File: config.mk
export PLATFORM = sky130hd
export DESIGN_NAME = instr_fetch_unit_flat
export DESIGN_NICKNAME = d
export VERILOG_FILES = /design/src/rtl/instr_fetch_unit_pkg.sv /design/src/rtl/instr_fetch_unit_if.sv /design/src/rtl/instr_fetch_unit_fifo.sv /design/src/rtl/instr_fetch_unit.sv /design/src/flat_wrapper.sv
export SDC_FILE = /design/constraint.sdc
export NUM_CORES = 1
export LEC_CHECK = 0
export ABC_AREA = 1
export CAP_MARGIN = 20
export CORE_MARGIN = 2
export CORE_UTILIZATION = 30
export DETAILED_ROUTE_END_ITERATION = 8
export HOLD_SLACK_MARGIN = 0.03
export PLACE_DENSITY = 0.52
export SYNTH_ARGS = -nofsm -noshare
export SYNTH_HDL_FRONTEND = slang
export SYNTH_HIERARCHICAL = 1
export SYNTH_SLANG_ARGS = --single-unit
export TNS_END_PERCENT = 100
File: constraint.sdc
create_clock -name clk -period 2.95 [get_ports clk]
set_input_delay 0.885 -clock clk [delete_from_list [all_inputs] [get_ports clk]]
set_output_delay 0.885 -clock clk [all_outputs]
set_load 0.02 [all_outputs]
File: src/rtl/instr_fetch_unit_pkg.sv
// Shared widths, fetch entry layout and PC helper for the instruction fetch unit.
package instr_fetch_unit_pkg;
   localparam int ADDR_W = 12;
   localparam int INST_W = 16;
   localparam logic [ADDR_W-1:0] RESET_PC_DEF = '0;

   typedef struct packed {
      logic [ADDR_W-1:0] addr;
      logic [INST_W-1:0] inst;
   } fetch_entry_t;

   // Sequential fetch wraps silently at the top of the address space.
   function automatic logic [ADDR_W-1:0] pc_inc(input logic [ADDR_W-1:0] pc);
      return pc + ADDR_W'(1);
   endfunction
endpackage

File: src/rtl/instr_fetch_unit_if.sv
// Instruction-memory, control and decode-handshake signals of the fetch unit.
interface instr_fetch_unit_if;
   import instr_fetch_unit_pkg::*;

   logic [ADDR_W-1:0] imem_addr;
   logic [INST_W-1:0] imem_data;
   logic              redirect_valid;
   logic [ADDR_W-1:0] redirect_pc;
   logic              halt;
   logic              inst_valid;
   logic              inst_ready;
   logic [INST_W-1:0] inst_data;
   logic [ADDR_W-1:0] inst_pc;

   modport master (
      output imem_addr, inst_valid, inst_data, inst_pc,
      input  imem_data, redirect_valid, redirect_pc, halt, inst_ready
   );

   modport slave (
      input  imem_addr, inst_valid, inst_data, inst_pc,
      output imem_data, redirect_valid, redirect_pc, halt, inst_ready
   );
endinterface

File: src/rtl/instr_fetch_unit_fifo.sv
// Prefetch FIFO of {pc, instruction} entries with push/pop/flush; flush wins.
module instr_fetch_unit_fifo
   import instr_fetch_unit_pkg::*;
#(
   parameter int DEPTH = 2
) (
   input  logic                   clk,
   input  logic                   rst,
   input  logic                   i_push,
   input  logic                   i_pop,
   input  logic                   i_flush,
   input  fetch_entry_t           i_data,
   output fetch_entry_t           o_head,
   output logic [$clog2(DEPTH):0] o_count,
   output logic                   o_empty
);
   localparam int PW = $clog2(DEPTH);

   fetch_entry_t  r_mem [DEPTH];
   logic [PW-1:0] r_wr_ptr;
   logic [PW-1:0] r_rd_ptr;
   logic [PW:0]   r_count;
   logic          w_full;
   logic          w_push;
   logic          w_pop;

   assign o_empty = (r_count == '0);
   assign w_full  = (r_count == (PW+1)'(DEPTH));
   // Guards keep count inside [0, DEPTH] even if the caller misbehaves.
   assign w_pop   = i_pop & ~o_empty;
   assign w_push  = i_push & (~w_full | w_pop);
   assign o_head  = r_mem[r_rd_ptr];
   assign o_count = r_count;

   always_ff @(posedge clk or posedge rst) begin
      if (rst) begin
         r_wr_ptr <= '0;
         r_rd_ptr <= '0;
         r_count  <= '0;
      end else if (i_flush) begin
         r_wr_ptr <= '0;
         r_rd_ptr <= '0;
         r_count  <= '0;
      end else begin
         if (w_push) r_wr_ptr <= r_wr_ptr + 1'b1;
         if (w_pop)  r_rd_ptr <= r_rd_ptr + 1'b1;
         case ({w_push, w_pop})
            2'b10:   r_count <= r_count + 1'b1;
            2'b01:   r_count <= r_count - 1'b1;
            default: r_count <= r_count;
         endcase
      end
   end

   always_ff @(posedge clk) begin
      if (w_push && !i_flush) r_mem[r_wr_ptr] <= i_data;
   end
endmodule

File: src/rtl/instr_fetch_unit.sv
// Fetch PC owner: drives ROM address, queues returned words, handles redirect/halt.
module instr_fetch_unit
   import instr_fetch_unit_pkg::*;
#(
   parameter int                DEPTH    = 2,
   parameter logic [ADDR_W-1:0] RESET_PC = RESET_PC_DEF
) (
   input  logic              clk,
   input  logic              rst,
   instr_fetch_unit_if.master bus
);
   localparam int CW = $clog2(DEPTH) + 1;

   logic [ADDR_W-1:0] r_fetch_pc;
   logic [CW-1:0]     w_count;
   logic              w_empty;
   logic              w_deq;
   logic              w_room;
   logic              w_enq;
   fetch_entry_t      w_push_entry;
   fetch_entry_t      w_head;

   assign w_deq  = ~w_empty & bus.inst_ready;
   // A full FIFO still accepts a new word when the head leaves this cycle.
   assign w_room = (w_count < CW'(DEPTH)) | w_deq;
   assign w_enq  = ~bus.halt & ~bus.redirect_valid & w_room;

   assign w_push_entry.addr = r_fetch_pc;
   assign w_push_entry.inst = bus.imem_data;

   instr_fetch_unit_fifo #(
      .DEPTH (DEPTH)
   ) u_fifo (
      .clk     (clk),
      .rst     (rst),
      .i_push  (w_enq),
      .i_pop   (w_deq),
      .i_flush (bus.redirect_valid),
      .i_data  (w_push_entry),
      .o_head  (w_head),
      .o_count (w_count),
      .o_empty (w_empty)
   );

   always_ff @(posedge clk or posedge rst) begin
      if (rst)                     r_fetch_pc <= RESET_PC;
      else if (bus.redirect_valid) r_fetch_pc <= bus.redirect_pc;
      else if (w_enq)              r_fetch_pc <= pc_inc(r_fetch_pc);
   end

   assign bus.imem_addr  = r_fetch_pc;
   assign bus.inst_valid = ~w_empty;
   // Decode never sees stale entry contents while nothing is valid.
   assign bus.inst_data  = w_empty ? '0 : w_head.inst;
   assign bus.inst_pc    = w_empty ? '0 : w_head.addr;
endmodule

File: src/flat_wrapper.sv
// flat-port wrapper written by rule: the top's interface ports become plain ports
module instr_fetch_unit_flat import instr_fetch_unit_pkg::*;
#(
   parameter int                DEPTH    = 2,
   parameter logic [ADDR_W-1:0] RESET_PC = RESET_PC_DEF
)
  (clk, rst, bus_imem_addr, bus_inst_valid, bus_inst_data, bus_inst_pc, bus_imem_data, bus_redirect_valid, bus_redirect_pc, bus_halt, bus_inst_ready);
  instr_fetch_unit_if bus_i ();
  input  logic clk;
  input  logic rst;
  output wire logic [$bits(bus_i.imem_addr)-1:0] bus_imem_addr;
  output wire logic [$bits(bus_i.inst_valid)-1:0] bus_inst_valid;
  output wire logic [$bits(bus_i.inst_data)-1:0] bus_inst_data;
  output wire logic [$bits(bus_i.inst_pc)-1:0] bus_inst_pc;
  input wire logic [$bits(bus_i.imem_data)-1:0] bus_imem_data;
  input wire logic [$bits(bus_i.redirect_valid)-1:0] bus_redirect_valid;
  input wire logic [$bits(bus_i.redirect_pc)-1:0] bus_redirect_pc;
  input wire logic [$bits(bus_i.halt)-1:0] bus_halt;
  input wire logic [$bits(bus_i.inst_ready)-1:0] bus_inst_ready;
  assign bus_imem_addr = bus_i.imem_addr;
  assign bus_inst_valid = bus_i.inst_valid;
  assign bus_inst_data = bus_i.inst_data;
  assign bus_inst_pc = bus_i.inst_pc;
  assign bus_i.imem_data = bus_imem_data;
  assign bus_i.redirect_valid = bus_redirect_valid;
  assign bus_i.redirect_pc = bus_redirect_pc;
  assign bus_i.halt = bus_halt;
  assign bus_i.inst_ready = bus_inst_ready;
  instr_fetch_unit #(.DEPTH(DEPTH), .RESET_PC(RESET_PC)) u_core (.clk(clk), .rst(rst), .bus(bus_i));
endmodule
Yosys cells after proc, flatten, opt, wreduce, memory -nomap -nowiden
Memories as Yosys holds them, arrays and structs flattened.
Cells that the tools add are included.
{"block": "word_totals", "regBits": 16, "mem_count": 1, "in_bits": 33, "word_cells": 44, "output_inout_bits": 41, "ram_bits": 56}
{"block": "op_classes", "addsub": 5, "mux": 12, "order_cmp": 1, "bitwise_logic": 11, "reduce_logical": 7, "eq_ne": 3}
{"memory": "u_core.u_fifo.r_mem", "words": 2, "word_bits": 28, "rd": 1, "rd_ports_with_merged_regs": 0, "wr": 1, "line_no": "instr_fetch_unit_fifo.sv:19", "rtl": "fetch_entry_t r_mem [DEPTH];"}
{"operator": "2-to-1 mux 12 bit", "n": 3}
{"operator": "2-to-1 mux 16 bit", "n": 1}
{"operator": "adder 12 x 1 -> 12 bit, second input constant", "n": 1}
{"operator": "2-to-1 mux 1 bit", "n": 6}
{"operator": "nonzero test 2 bit", "n": 3}
{"operator": "AND 1 bit", "n": 5}
{"operator": "== test 2 bit, second input constant", "n": 2}
{"operator": "inverter 1 bit", "n": 4}
{"operator": "case mux 2 bit (2 select lines)", "n": 1}
{"operator": "nonzero test 3 bit", "n": 1}
{"operator": "adder 1 bit, second input constant", "n": 2}
{"operator": "adder 2 x 1 -> 2 bit, second input constant", "n": 1}
{"operator": "== test 2 x 1 -> 1 bit, second input constant", "n": 1}
{"operator": "logical NOT 2 bit", "n": 1}
{"operator": "< comparator 2 bit, second input constant", "n": 1}
{"operator": "2-to-1 mux 2 bit", "n": 1}
{"operator": "bitwise OR 1 bit", "n": 2}
{"operator": "subtractor 2 x 1 -> 2 bit, second input constant", "n": 1}
{"operator": "logical AND 1 bit", "n": 1}
{"operator": "logical NOT 1 bit", "n": 1}

Logic depth before layout (Yosys ltp)
{"block": "logic_depth", "depth_word": 9, "mapped_depth": 13, "mapped_depth_nobuf": 12}

Hierarchy
The synthesis kept the hierarchy.
{"module": "instr_fetch_unit_fifo", "area_each_um2": 2298.5, "cells_per_inst": 126, "seq_area_each_um2": 1781.7, "instances": 1}
{"module": "instr_fetch_unit", "area_each_um2": 1107.3, "cells_per_inst": 194, "seq_area_each_um2": 300.3, "instances": 1}

Worst setup path after synthesis
OpenSTA, ideal clock, no wires.
{"block": "synth_timing", "path_type": "input to register", "from": "input port bus_redirect_valid", "to": "memory u_core/u_fifo/r_mem[0][0] in the netlist's numbering, enable pin", "slack_ps": -244, "stages": 6, "path_buffers": 2, "setup_ps": 413, "t_arrival_ps": 2781, "t_required_ps": 2537, "cell_sequence": "buf_6 > nor2_4 > a21boi_4 > buf_6 > nand3_1 > nor2_1"}
{"block": "synth_between", "elab_chain_cells": 7, "elab_cells_between_ends": 8, "classes_between": "mux: 2; bitwise: 4; reduce/logical: 2"}
{"element": "from (decl)", "line_no": "flat_wrapper.sv:16", "rtl": "input wire logic [$bits(bus_i.redirect_valid)-1:0] bus_redirect_valid;"}
{"element": "inverter 1 bit", "line_no": "instr_fetch_unit.sv:26", "rtl": "assign w_enq = ~bus.halt & ~bus.redirect_valid & w_room;"}
{"element": "AND 1 bit (2 in series)", "line_no": "instr_fetch_unit.sv:26"}
{"element": "via u_core.w_enq", "line_no": "instr_fetch_unit.sv:19", "rtl": "logic w_enq;"}
{"element": "AND 1 bit", "line_no": "instr_fetch_unit_fifo.sv:31", "rtl": "assign w_push = i_push & (~w_full | w_pop);"}
{"element": "logical AND 1 bit", "line_no": "instr_fetch_unit_fifo.sv:56", "rtl": "if (w_push && !i_flush) r_mem[r_wr_ptr] <= i_data;"}
{"element": "2-to-1 mux 1 bit", "line_no": "instr_fetch_unit_fifo.sv:56"}
{"element": "2-to-1 mux 1 bit (implied by the code)", "line_no": "instr_fetch_unit_fifo.sv:56"}
{"element": "to (decl)", "line_no": "instr_fetch_unit_fifo.sv:19"}
The timed path passes the listed nets, and every way through them passes these cells.

==> out/results.ini <==
[run_status]
outcome = complete, no violations

[clock_tree]
clock_sinks = 72
holdBufCountCts = 0
cts_tree = built
htree_levels = 3
cts_buffers = 9
insertion_delay_ns = 0.32
clockRootBuffer = clkbuf_16
cts_buffer_depth = 2
cts_setup_buffers = 0
clkTransAtPathRegs_ns = 0.06

[grt]
antenna_found_initial = 0
gr-total-overflow = 0
grt_pass1_vias = 2371
grt_max_degree = 32
grt_pass1_wl_mm = 11.9
grtUsageTotal_pct = 12.2

[layout]
nets = 435
fin_area_um2 = 4680
drive_gt1_share_pct = 17.7
synthToLayoutAreaGrowth_pct = 37.4
instances_no_fill = 546
antenna_cells = 0

[synth]
synth_seq_cells = 72
synth_edf_count = 56
avgSynthCellArea_um2 = 10.6
ys_types = 27
synthFlopType = edfxtp_1
netlist_area_um2 = 3410
synth_warnings = 6
yosysSeqAreaShare_pct = 61.1
synth-async-reset-ratio_pct = 22.2
syn_nets = 354
synthCells = 320

[die]
die_h_um = 111
ios = 74
rows = 38
die_area_um2 = 12200
initial_core_util_pct = 31.1
die_x_um = 111
coreArea_um2 = 10900

[sta]
worstMarginPinSlew_ns = 0.502
min_period_ns = 2.85
final_max_slew_viol_count = 0
fmax_ghz = 0.351
setup_tns_ns = 0
finalCritPeriodShare_pct = 96.7
rsz0062_at_grt = false
fin_worst_skew_ns = 0.00376
max-slew-margin-rel_pct = 66.5
whs_ns = 0.521
hold_violations = 0
setup_viol = 0

[detailed_routing]
viasPerCell = 4.40
post-route-drc-count = 0
first_pass_iters = 4
wl_mm = 7.18
ant_nets = 0
drt-initial-drc-count = 163
vias = 2402
wl_per_cell_um = 13.1

[worst_setup_path]
cp.required_ns = 2.07
cp.arrival_ns = 1.97
cp_cell_sequence = buf_12, mux2_2, inv_1, nor2_1, clkdlybuf4s50_1
path_class = register to output pin
end_kind = output pin
cp_slowest_stage_delay_ns = 0.53
path_max_fanout = 28
start_kind = register
cp_slowest_cell = clkdlybuf4s50_1

[pwr]
power_density_nw_per_um2 = 824
ir_drop_mv = 0.362
leakage_nw = 1.89

[placed_design]
dpl.hpwl_mm = 4.97
dp.cells = 530
portBuffers = 73
gp_congestion = 0.755
placed_area_um2 = 4360

[flow_run]
cap_violations = 0

[min_path]
hp-class = register to register

[critical path, delay by kind of cell, from the launching register on]
kind	cells	cell delay, ns
AND/OR/NAND/NOR	1	0.04
multiplexers	1	0.36
flip-flops	1	0.40
buffers and inverters	3	0.83
[sequential cells by signal, indices dropped and copies added (netlist names)]
name                    cells
u_core/bus.imem_addr       12
u_core/u_fifo/r_wr_ptr      1
u_core/u_fifo/r_rd_ptr      1
u_core/u_fifo/o_count       2
u_core/u_fifo/r_mem        56
[layer usage]
layer	vias up	global-route usage (%)	share of wire [%]
met5	-	0	0
met4	0	4.75	1.5
met3	10	3.40	5.8
met2	65	19.5	46
met1	1113	15.9	47
li1	1214	-	-
[synthesized netlist by cell type (all sizes together), types with 2 or more instances]
cell type  number  area, um2
inv            52        195
or2             2       12.5
o21ai           5       25.0
dfrtp          16        400
a21oi           3       26.3
edfxtp         56       1680
buf             8       52.6
nand4           4       25.0
nand3          35        185
mux2           28        315
o21bai          2       15.0
nand2          60        238
nor2           43        181
clkinv          2       7.51
[kinds of logic after synthesis]
logic type | share of synthesized area, %
flip-flops | 61.1
buffers and inverters | 7.60
multiplexers | 9.55
adder cells (fa/ha/maj) | 0.367
AO/OA/AOI/OAI | 2.50
AND/OR/NAND/NOR | 18.8
[what timing repair did]
action                                 in CTS  in global routing
setup endpoints to repair                   0                  6
resized for setup                           0                  2
endpoints found under the hold margin       0                  0
[cells in the final DEF (no fill, tap or decap), drive strengths merged]
master	netlist	layout
mux2i	1	1
a21boi	1	1
a21oi	3	3
nand4	4	4
clkinvlp	0	3
nor2	43	43
nand3	35	35
o21ai	5	5
dfrtp	16	16
ha	1	1
bufinv	0	2
o21bai	2	2
buf	8	6
inv	52	52
nand2	60	60
or2	2	2
edfxtp	56	56
dlymetal6s2s	0	1
mux2	28	28
clkinv	2	4
clkdlybuf4s50	0	72
clkbuf	1	9
[worst paths after layout]
path                            slack, ns                      from                    endpoint  cells after the start
max in group asynchronous            1.65                       rst    u_core/bus.imem_addr[10]                      2
worst max-delay path                  0.1    u_core/u_fifo/r_rd_ptr              bus_inst_pc[4]                      5
min in group asynchronous            0.83                       rst      u_core/u_fifo/r_rd_ptr                      2
worst min register to register       0.52    u_core/u_fifo/r_rd_ptr      u_core/u_fifo/r_rd_ptr                      1
worst min-delay path                 0.52    u_core/u_fifo/r_rd_ptr      u_core/u_fifo/r_rd_ptr                      1
worst max register to register       0.85  u_core/u_fifo/o_count[1]  u_core/u_fifo/r_mem[0][10]                     10
[area by class of cell]
cell class                 count  area [um2]
clock buffer                   9         225
clock inverter                 7        96.3
fill                        1057        6250
inverter                      54         203
multi-input combinational    185        1070
sequential                    72        2080
tap                          140         175
timing repair buffer          79         828
[power breakdown]
| part | total (mW) | leakage, nW | switching [mW] | internal (mW) |
|---|---|---|---|---|
| sequential | 1.33 | 0.702 | 0.117 | 1.21 |
| combinational | 1.39 | 1.04 | 0.741 | 0.653 |
| clock | 1.14 | 0.148 | 0.400 | 0.739 |
| total | 3.86 | 1.89 | 1.26 | 2.60 |
[metrics by stage]
| stage | utilization (%) | power, mW | setup WS (ns) |
|---|---|---|---|
| 2_1_floorplan | - | 2.14 | -0.244 |
| 6_report | 42.8 | 3.86 | 0.0980 |
| 3_3_place_gp | 39.8 | 2.75 | 0.316 |
| 3_5_place_dp | 39.8 | 2.76 | 0.288 |
| 5_1_grt | 42.8 | 4.07 | 0.0148 |
| 4_1_cts | 42.8 | 3.91 | 0.0392 |
(Power assumes the default switching activity.)
